===== config.mk =====
export PLATFORM = sky130hd
export DESIGN_NAME = stage_3_ex_mext_flat
export DESIGN_NICKNAME = d
export VERILOG_FILES = /design/src/rtl/stage_3_ex_mext_if.sv /design/src/rtl/stage_3_ex_mext.sv /design/src/flat_wrapper.sv
export SDC_FILE = /design/constraint.sdc
export NUM_CORES = 1
export LEC_CHECK = 0
export CAP_MARGIN = 20
export CORE_ASPECT_RATIO = 1.75
export CORE_UTILIZATION = 45
export DETAILED_ROUTE_END_ITERATION = 12
export DONT_BUFFER_PORTS = 1
export RECOVER_POWER = 100
export SYNTH_ARGS = -nofsm -noshare
export SYNTH_HDL_FRONTEND = slang
export SYNTH_SLANG_ARGS = --single-unit

===== constraint.sdc =====
create_clock -name clk -period 8.2 [get_ports clk]
set_input_delay 1.64 -clock clk [delete_from_list [all_inputs] [get_ports clk]]
set_output_delay 1.64 -clock clk [all_outputs]
set_load 0.02 [all_outputs]

===== src/rtl/stage_3_ex_mext_if.sv =====
// EX-stage M-extension unit bundle: issue side from EX, result side to EX/MEM.
// The EX pipeline drives the master side; the multiply/divide unit is the slave.
interface stage_3_ex_mext_if #(
    parameter int XLEN = 32
);
    logic              start;
    logic [2:0]        funct3;
    logic [XLEN-1:0]   rs1_out;
    logic [XLEN-1:0]   rs2_out;
    logic              flush;
    logic              advance;
    logic              stall_out;
    logic [2*XLEN-1:0] mext_out;
    logic              mext_valid;

    modport master (
        output start, funct3, rs1_out, rs2_out, flush, advance,
        input  stall_out, mext_out, mext_valid
    );

    modport slave (
        input  start, funct3, rs1_out, rs2_out, flush, advance,
        output stall_out, mext_out, mext_valid
    );
endinterface


===== src/rtl/stage_3_ex_mext.sv =====
// Iterative RV32M multiply/divide unit, radix-2 (one bit per cycle).
// Works on magnitudes; signs are re-applied when the last iteration completes.
module stage_3_ex_mext #(
    parameter int XLEN = 32
) (
    input  logic             clk,
    input  logic             rst,
    stage_3_ex_mext_if.slave bus
);
    localparam int CW = $clog2(XLEN);

    localparam logic [1:0] S_IDLE = 2'd0;
    localparam logic [1:0] S_CALC = 2'd1;
    localparam logic [1:0] S_DONE = 2'd2;

    logic [1:0]        r_state;
    logic [CW-1:0]     r_cnt;
    logic [XLEN-1:0]   r_opd;
    logic [XLEN-1:0]   r_hi;
    logic [XLEN-1:0]   r_lo;
    logic              r_mul;
    logic              r_neg_q;
    logic              r_neg_r;
    logic              r_fast;
    logic              r_div0;
    logic [2*XLEN-1:0] r_out;

    logic [2:0]        w_fn;
    logic [XLEN-1:0]   w_a;
    logic [XLEN-1:0]   w_b;
    logic              w_mul;
    logic              w_sgn_a;
    logic              w_sgn_b;
    logic              w_neg_a;
    logic              w_neg_b;
    logic [XLEN-1:0]   w_abs_a;
    logic [XLEN-1:0]   w_abs_b;
    logic              w_div0;
    logic              w_ovf;

    assign w_fn    = bus.funct3;
    assign w_a     = bus.rs1_out;
    assign w_b     = bus.rs2_out;
    assign w_mul   = !w_fn[2];
    assign w_sgn_a = w_mul ? (w_fn != 3'b011) : !w_fn[0];
    assign w_sgn_b = w_mul ? !w_fn[1] : !w_fn[0];
    assign w_neg_a = w_sgn_a & w_a[XLEN-1];
    assign w_neg_b = w_sgn_b & w_b[XLEN-1];
    assign w_abs_a = w_neg_a ? -w_a : w_a;
    assign w_abs_b = w_neg_b ? -w_b : w_b;
    assign w_div0  = !w_mul && (w_b == '0);
    assign w_ovf   = !w_mul && !w_fn[0]
                   && (w_a == {1'b1, {(XLEN-1){1'b0}}})
                   && (w_b == {XLEN{1'b1}});

    // mul: {hi,lo} is {partial product, remaining multiplier bits}
    // div: {hi,lo} is {partial remainder, dividend/quotient shift register}
    logic [XLEN:0]     w_sum;
    logic [XLEN:0]     w_sh;
    logic              w_ge;
    logic [XLEN-1:0]   w_diff;
    logic [XLEN-1:0]   w_nhi;
    logic [XLEN-1:0]   w_nlo;
    logic [2*XLEN-1:0] w_prod;
    logic [XLEN-1:0]   w_quo;
    logic [XLEN-1:0]   w_rem;
    logic [2*XLEN-1:0] w_final;
    logic [XLEN-1:0]   w_dvd;
    logic [2*XLEN-1:0] w_fast_res;

    assign w_sum   = {1'b0, r_hi} + (r_lo[0] ? {1'b0, r_opd} : '0);
    assign w_sh    = {r_hi, r_lo[XLEN-1]};
    assign w_ge    = (w_sh >= {1'b0, r_opd});
    assign w_diff  = w_sh[XLEN-1:0] - r_opd;
    assign w_nhi   = r_mul ? w_sum[XLEN:1]
                   : (w_ge ? w_diff : w_sh[XLEN-1:0]);
    assign w_nlo   = r_mul ? {w_sum[0], r_lo[XLEN-1:1]}
                   : {r_lo[XLEN-2:0], w_ge};
    assign w_prod  = {w_nhi, w_nlo};
    assign w_quo   = r_neg_q ? -w_nlo : w_nlo;
    assign w_rem   = r_neg_r ? -w_nhi : w_nhi;
    assign w_final = r_mul ? (r_neg_q ? -w_prod : w_prod)
                   : {w_rem, w_quo};

    // Fast path: r_lo still holds |dividend| from the latch cycle
    assign w_dvd      = r_neg_r ? -r_lo : r_lo;
    assign w_fast_res = r_div0 ? {w_dvd, {XLEN{1'b1}}}
                      : {{XLEN{1'b0}}, 1'b1, {(XLEN-1){1'b0}}};

    assign bus.stall_out  = !bus.flush
                          && ((r_state == S_IDLE && bus.start)
                              || r_state == S_CALC);
    assign bus.mext_valid = !bus.flush && (r_state == S_DONE);
    assign bus.mext_out   = r_out;

    always_ff @(posedge clk) begin
        if (rst) begin
            r_state <= S_IDLE;
            r_cnt   <= '0;
            r_opd   <= '0;
            r_hi    <= '0;
            r_lo    <= '0;
            r_mul   <= 1'b0;
            r_neg_q <= 1'b0;
            r_neg_r <= 1'b0;
            r_fast  <= 1'b0;
            r_div0  <= 1'b0;
            r_out   <= '0;
        end else if (bus.flush) begin
            r_state <= S_IDLE;
            r_cnt   <= '0;
        end else begin
            unique case (r_state)
                S_IDLE: begin
                    if (bus.start) begin
                        r_mul   <= w_mul;
                        r_opd   <= w_mul ? w_abs_a : w_abs_b;
                        r_lo    <= w_mul ? w_abs_b : w_abs_a;
                        r_hi    <= '0;
                        r_neg_q <= w_neg_a ^ w_neg_b;
                        r_neg_r <= w_neg_a;
                        r_fast  <= w_div0 | w_ovf;
                        r_div0  <= w_div0;
                        r_cnt   <= '0;
                        r_state <= S_CALC;
                    end
                end
                S_CALC: begin
                    if (r_fast) begin
                        r_out   <= w_fast_res;
                        r_state <= S_DONE;
                    end else begin
                        r_hi  <= w_nhi;
                        r_lo  <= w_nlo;
                        r_cnt <= r_cnt + 1'b1;
                        if (r_cnt == CW'(XLEN-1)) begin
                            r_out   <= w_final;
                            r_state <= S_DONE;
                        end
                    end
                end
                S_DONE: begin
                    if (bus.advance) r_state <= S_IDLE;
                end
                default: r_state <= S_IDLE;
            endcase
        end
    end
endmodule


===== src/flat_wrapper.sv =====
// flat-port wrapper written by rule: the top's interface ports become plain ports
module stage_3_ex_mext_flat 
#(
    parameter int XLEN = 32
)
  (clk, rst, bus_start, bus_funct3, bus_rs1_out, bus_rs2_out, bus_flush, bus_advance, bus_stall_out, bus_mext_out, bus_mext_valid);
  stage_3_ex_mext_if #(.XLEN(XLEN)) bus_i ();
  input  logic clk;
  input  logic rst;
  input wire logic [$bits(bus_i.start)-1:0] bus_start;
  input wire logic [$bits(bus_i.funct3)-1:0] bus_funct3;
  input wire logic [$bits(bus_i.rs1_out)-1:0] bus_rs1_out;
  input wire logic [$bits(bus_i.rs2_out)-1:0] bus_rs2_out;
  input wire logic [$bits(bus_i.flush)-1:0] bus_flush;
  input wire logic [$bits(bus_i.advance)-1:0] bus_advance;
  output wire logic [$bits(bus_i.stall_out)-1:0] bus_stall_out;
  output wire logic [$bits(bus_i.mext_out)-1:0] bus_mext_out;
  output wire logic [$bits(bus_i.mext_valid)-1:0] bus_mext_valid;
  assign bus_i.start = bus_start;
  assign bus_i.funct3 = bus_funct3;
  assign bus_i.rs1_out = bus_rs1_out;
  assign bus_i.rs2_out = bus_rs2_out;
  assign bus_i.flush = bus_flush;
  assign bus_i.advance = bus_advance;
  assign bus_stall_out = bus_i.stall_out;
  assign bus_mext_out = bus_i.mext_out;
  assign bus_mext_valid = bus_i.mext_valid;
  stage_3_ex_mext #(.XLEN(XLEN)) u_core (.clk(clk), .rst(rst), .bus(bus_i));
endmodule

==> qor.txt <==
first-pass GRT wire length: 109300 um
CTS Buf Count: 17
top-area cell type share of the netlist area: 21.21%
Reg clk slew, reported paths: 0.09 ns
GP Congestion: 0.9722
Final WS setup: 1.098 ns
setup slack at placement: 2.350 ns
# rows: 91
Crit Path Max Fanout: 17
PD cells: 176.6 mW/mm^2
WP data arrival: 7.47 ns
Setup violations, final: 0
Chip Width: 145.6 um
setup bufs post-CTS: 0
status: finished with violations
Peak VDD IR: 0.1319 mV
DRC: 0
Tightest Pin Transition: 3.153 ns
Ports: 138
drt via density: 6.702
Via Count: 17610
worst hold-check path type: reg -> reg
initial drt markers: 1467
CP Class: reg -> reg
dpl hpwl: 57510 um
Slew Limit Fails: 204
Avg Inst Size Synth: 7.181 um^2
Critical Path End Type: flop
H-tree levels: 4
pin count of the biggest net entering global routing: 150
Global Route Usage Sum: 40.40%
post-synth top area cell: dfxtp_1
Critical Path Start Type: flop
GR Layer Usage met2: 70.59%
most common cell after layout, fill and taps aside: nor2_1
critical path's slowest cell: a311oi_1
Bufs and invs on worst path: 0
share of cells above drive strength 1: 5.275%
fin crit share: 86.62%
Initial Utilization: 45.85%
Worst Skew: 0.02200 ns
Seq/Total Area, Yosys: 21.21%
number of synthesized flops with an enable pin: 0
Synth Cell Area: 0.01624 mm^2
failing checks: max-capacitance violations, max-slew violations
hold buffer count at CTS: 0
MaxCap Viol Count: 5
CTS tree: yes
Post-synth ARST share: 0%
ranking of synthesized cells by area: dfxtp_1 (21%), nor2_1 (6.5%), xnor2_1 (6.3%), ha_1 (5.5%), a21oi_1 (5.4%)
CP required: 8.57 ns
total internal power: 1.652 mW
grt peak-use layer: met2
Worst-Skew Late Latency: 0.48 ns
reg2reg setup slack: 1.10 ns
Synth cell types: 93
Slew HR: -110.2%
total power: 2.991 mW
dominant synthesized flop cell: dfxtp_1
clk sinks: 172
Leakage: 6.307 nW
met1 Use GR: 38.56%
Clock Tree Root: clkbuf_16
gr ovfl total: 0
Synthesized Nets: 2407
nets@finish: 2294
core footprint: 0.03541 mm^2
combinational share of power: 39.6%
port bufs: 0
placed cell count: 2593
Post-Synthesis Cells: 2261
Clock Tree Buf Depth: 2
cts repair resizes: 0
router iterations before antenna repair: 6
die area: 0.03688 mm^2
die height: 253.3 um
initial antenna violation count: 2
met3 usage: 7.441%
Fmax: 0.1408 GHz
Area growth syn-to-layout: 4.300%
Seq cells post-synth: 172
post-route setup TNS: 0 ns
register share of total power: 30.2%
Ys Warns: 0
crit path cell chain: ha_1, a21oi_1, o21ai_0, and3_1, a311oi_1, nand2_2, or4_1, a311oi_1, nand2_4, o41ai_1, xnor2_1, o21ai_1, o211a_1
Sw Ratio: 44.76%
most frequent CP cell: a311oi_1
Clock power frac: 30.1%
RSZ-0062 raised after global routing: false
Period minus WS final: 7.102 ns
net switching power: 1.339 mW
Post-Layout Cell Count: 2627
vias in the first global route: 16860
DRT antenna net count: 0
wirelength, routed: 75260 um
Max stage delay on crit path: 1.34 ns
post-DR wirelength/cell: 28.65 um
Hold Vio Cnt, Final: 0
commonest non-fill, non-tap cells in the layout: nor2_1 (280), nand2_1 (232), a21oi_1 (175)
critical path's top delay family: compound AO/OA/AOI/OAI gates
-- through the flow --
stage               cell area [um^2]  util, %  hold WS, ns
detailed placement             16410    46.34       0.4395
global route                   16930    47.82       0.4788
global placement               16410    46.34       0.4361
finish                         16940    47.83       0.4572
floorplan                      16240        -       0.4319
CTS                            17030    48.10       0.4553
-- area by class of cell --
class,count,area [um^2]
sequential,172,3447
clock buffer,17,425.4
timing repair buffer,27,200.2
fill,3652,18480
clock inverter,15,198.9
multi-input combinational,1865,11840
antenna,1,2.502
tap,465,581.8
inverter,65,244.0
-- power groups by stage --
stage / clock [mW] / combinational [mW] / sequential, mW
6_report: 0.901 / 1.19 / 0.904
5_1_grt: 0.937 / 1.25 / 0.907
4_1_cts: 0.903 / 1.15 / 0.902
3_5_place_dp: 0 / 1.15 / 0.922
3_3_place_gp: 0 / 1.15 / 0.921
2_1_floorplan: 0 / 0.805 / 0.893
-- synthesized netlist by cell type (9+ instances only) --
library cell,number
buf_1,12
nor2_1,280
a222oi_1,21
buf_2,13
nand2_1,232
a211oi_1,35
or3_1,27
dfxtp_1,172
nand3_1,47
clkbuf_1,127
nor3_1,67
ha_1,72
o22ai_1,16
and2_1,27
xnor2_1,117
a21o_1,36
and3_1,21
inv_1,63
nor2b_1,11
nand2b_1,17
a22oi_1,44
a21oi_1,174
a31oi_1,15
o41ai_1,12
o31ai_1,25
o21ai_0,155
mux2_2,21
nand4_1,33
o211ai_1,34
a221oi_1,32
nor4_1,16
a311oi_1,9
mux2i_1,31
or2_2,10
o21a_1,15
xor2_1,58
-- logic make-up (layout without fill, tap and decap cells) --
family,Yosys count,after routing,synth area share [%]
adder cells (fa/ha/maj),74,74,5.795
AO/OA/AOI/OAI,727,727,30.31
buffers and inverters,224,124,5.579
AND/OR/NAND/NOR,837,837,24.30
XOR/XNOR,175,175,9.440
multiplexers,52,52,3.368
other,0,1,0
flip-flops,172,172,21.21
-- per-layer routing --
metal | vias to the layer above | routed length [um] | part of all wire [%]
li1 | 8084 | - | -
met1 | 8378 | 25110 | 33
met2 | 816 | 36300 | 48
met3 | 326 | 4683 | 6.2
met4 | 2 | 9156 | 12
met5 | - | 11 | 0.015
-- flip-flops by register name, summed over array words and instances, names as in the netlist --
signal and flops:
u_core.r_opd 32, u_core.r_neg_r 1, u_core.r_neg_q 1, u_core.r_state 2, u_core.r_div0 1, u_core.r_hi 32
u_core.r_cnt 5, u_core.bus.mext_out 64, u_core.r_fast 1, u_core.r_lo 32, u_core.r_mul 1
-- tightest hold or removal path, delay by kind of cell, from the launching register on --
family | cells | cell delay, ns
simple gates | 1 | 0.05
flops | 1 | 0.32
compound gates | 1 | 0.05
-- path summary, 6_finish.rpt --
path,cells past startpoint,startpoint,to
min reg2reg,2,u_core.r_opd[4],u_core.r_opd[4]
min,2,u_core.r_opd[4],u_core.r_opd[4]
max,13,u_core.r_hi[13],u_core.bus.mext_out[47]
max reg2reg,13,u_core.r_hi[13],u_core.bus.mext_out[47]
Power figures use the tool's default switching activity.
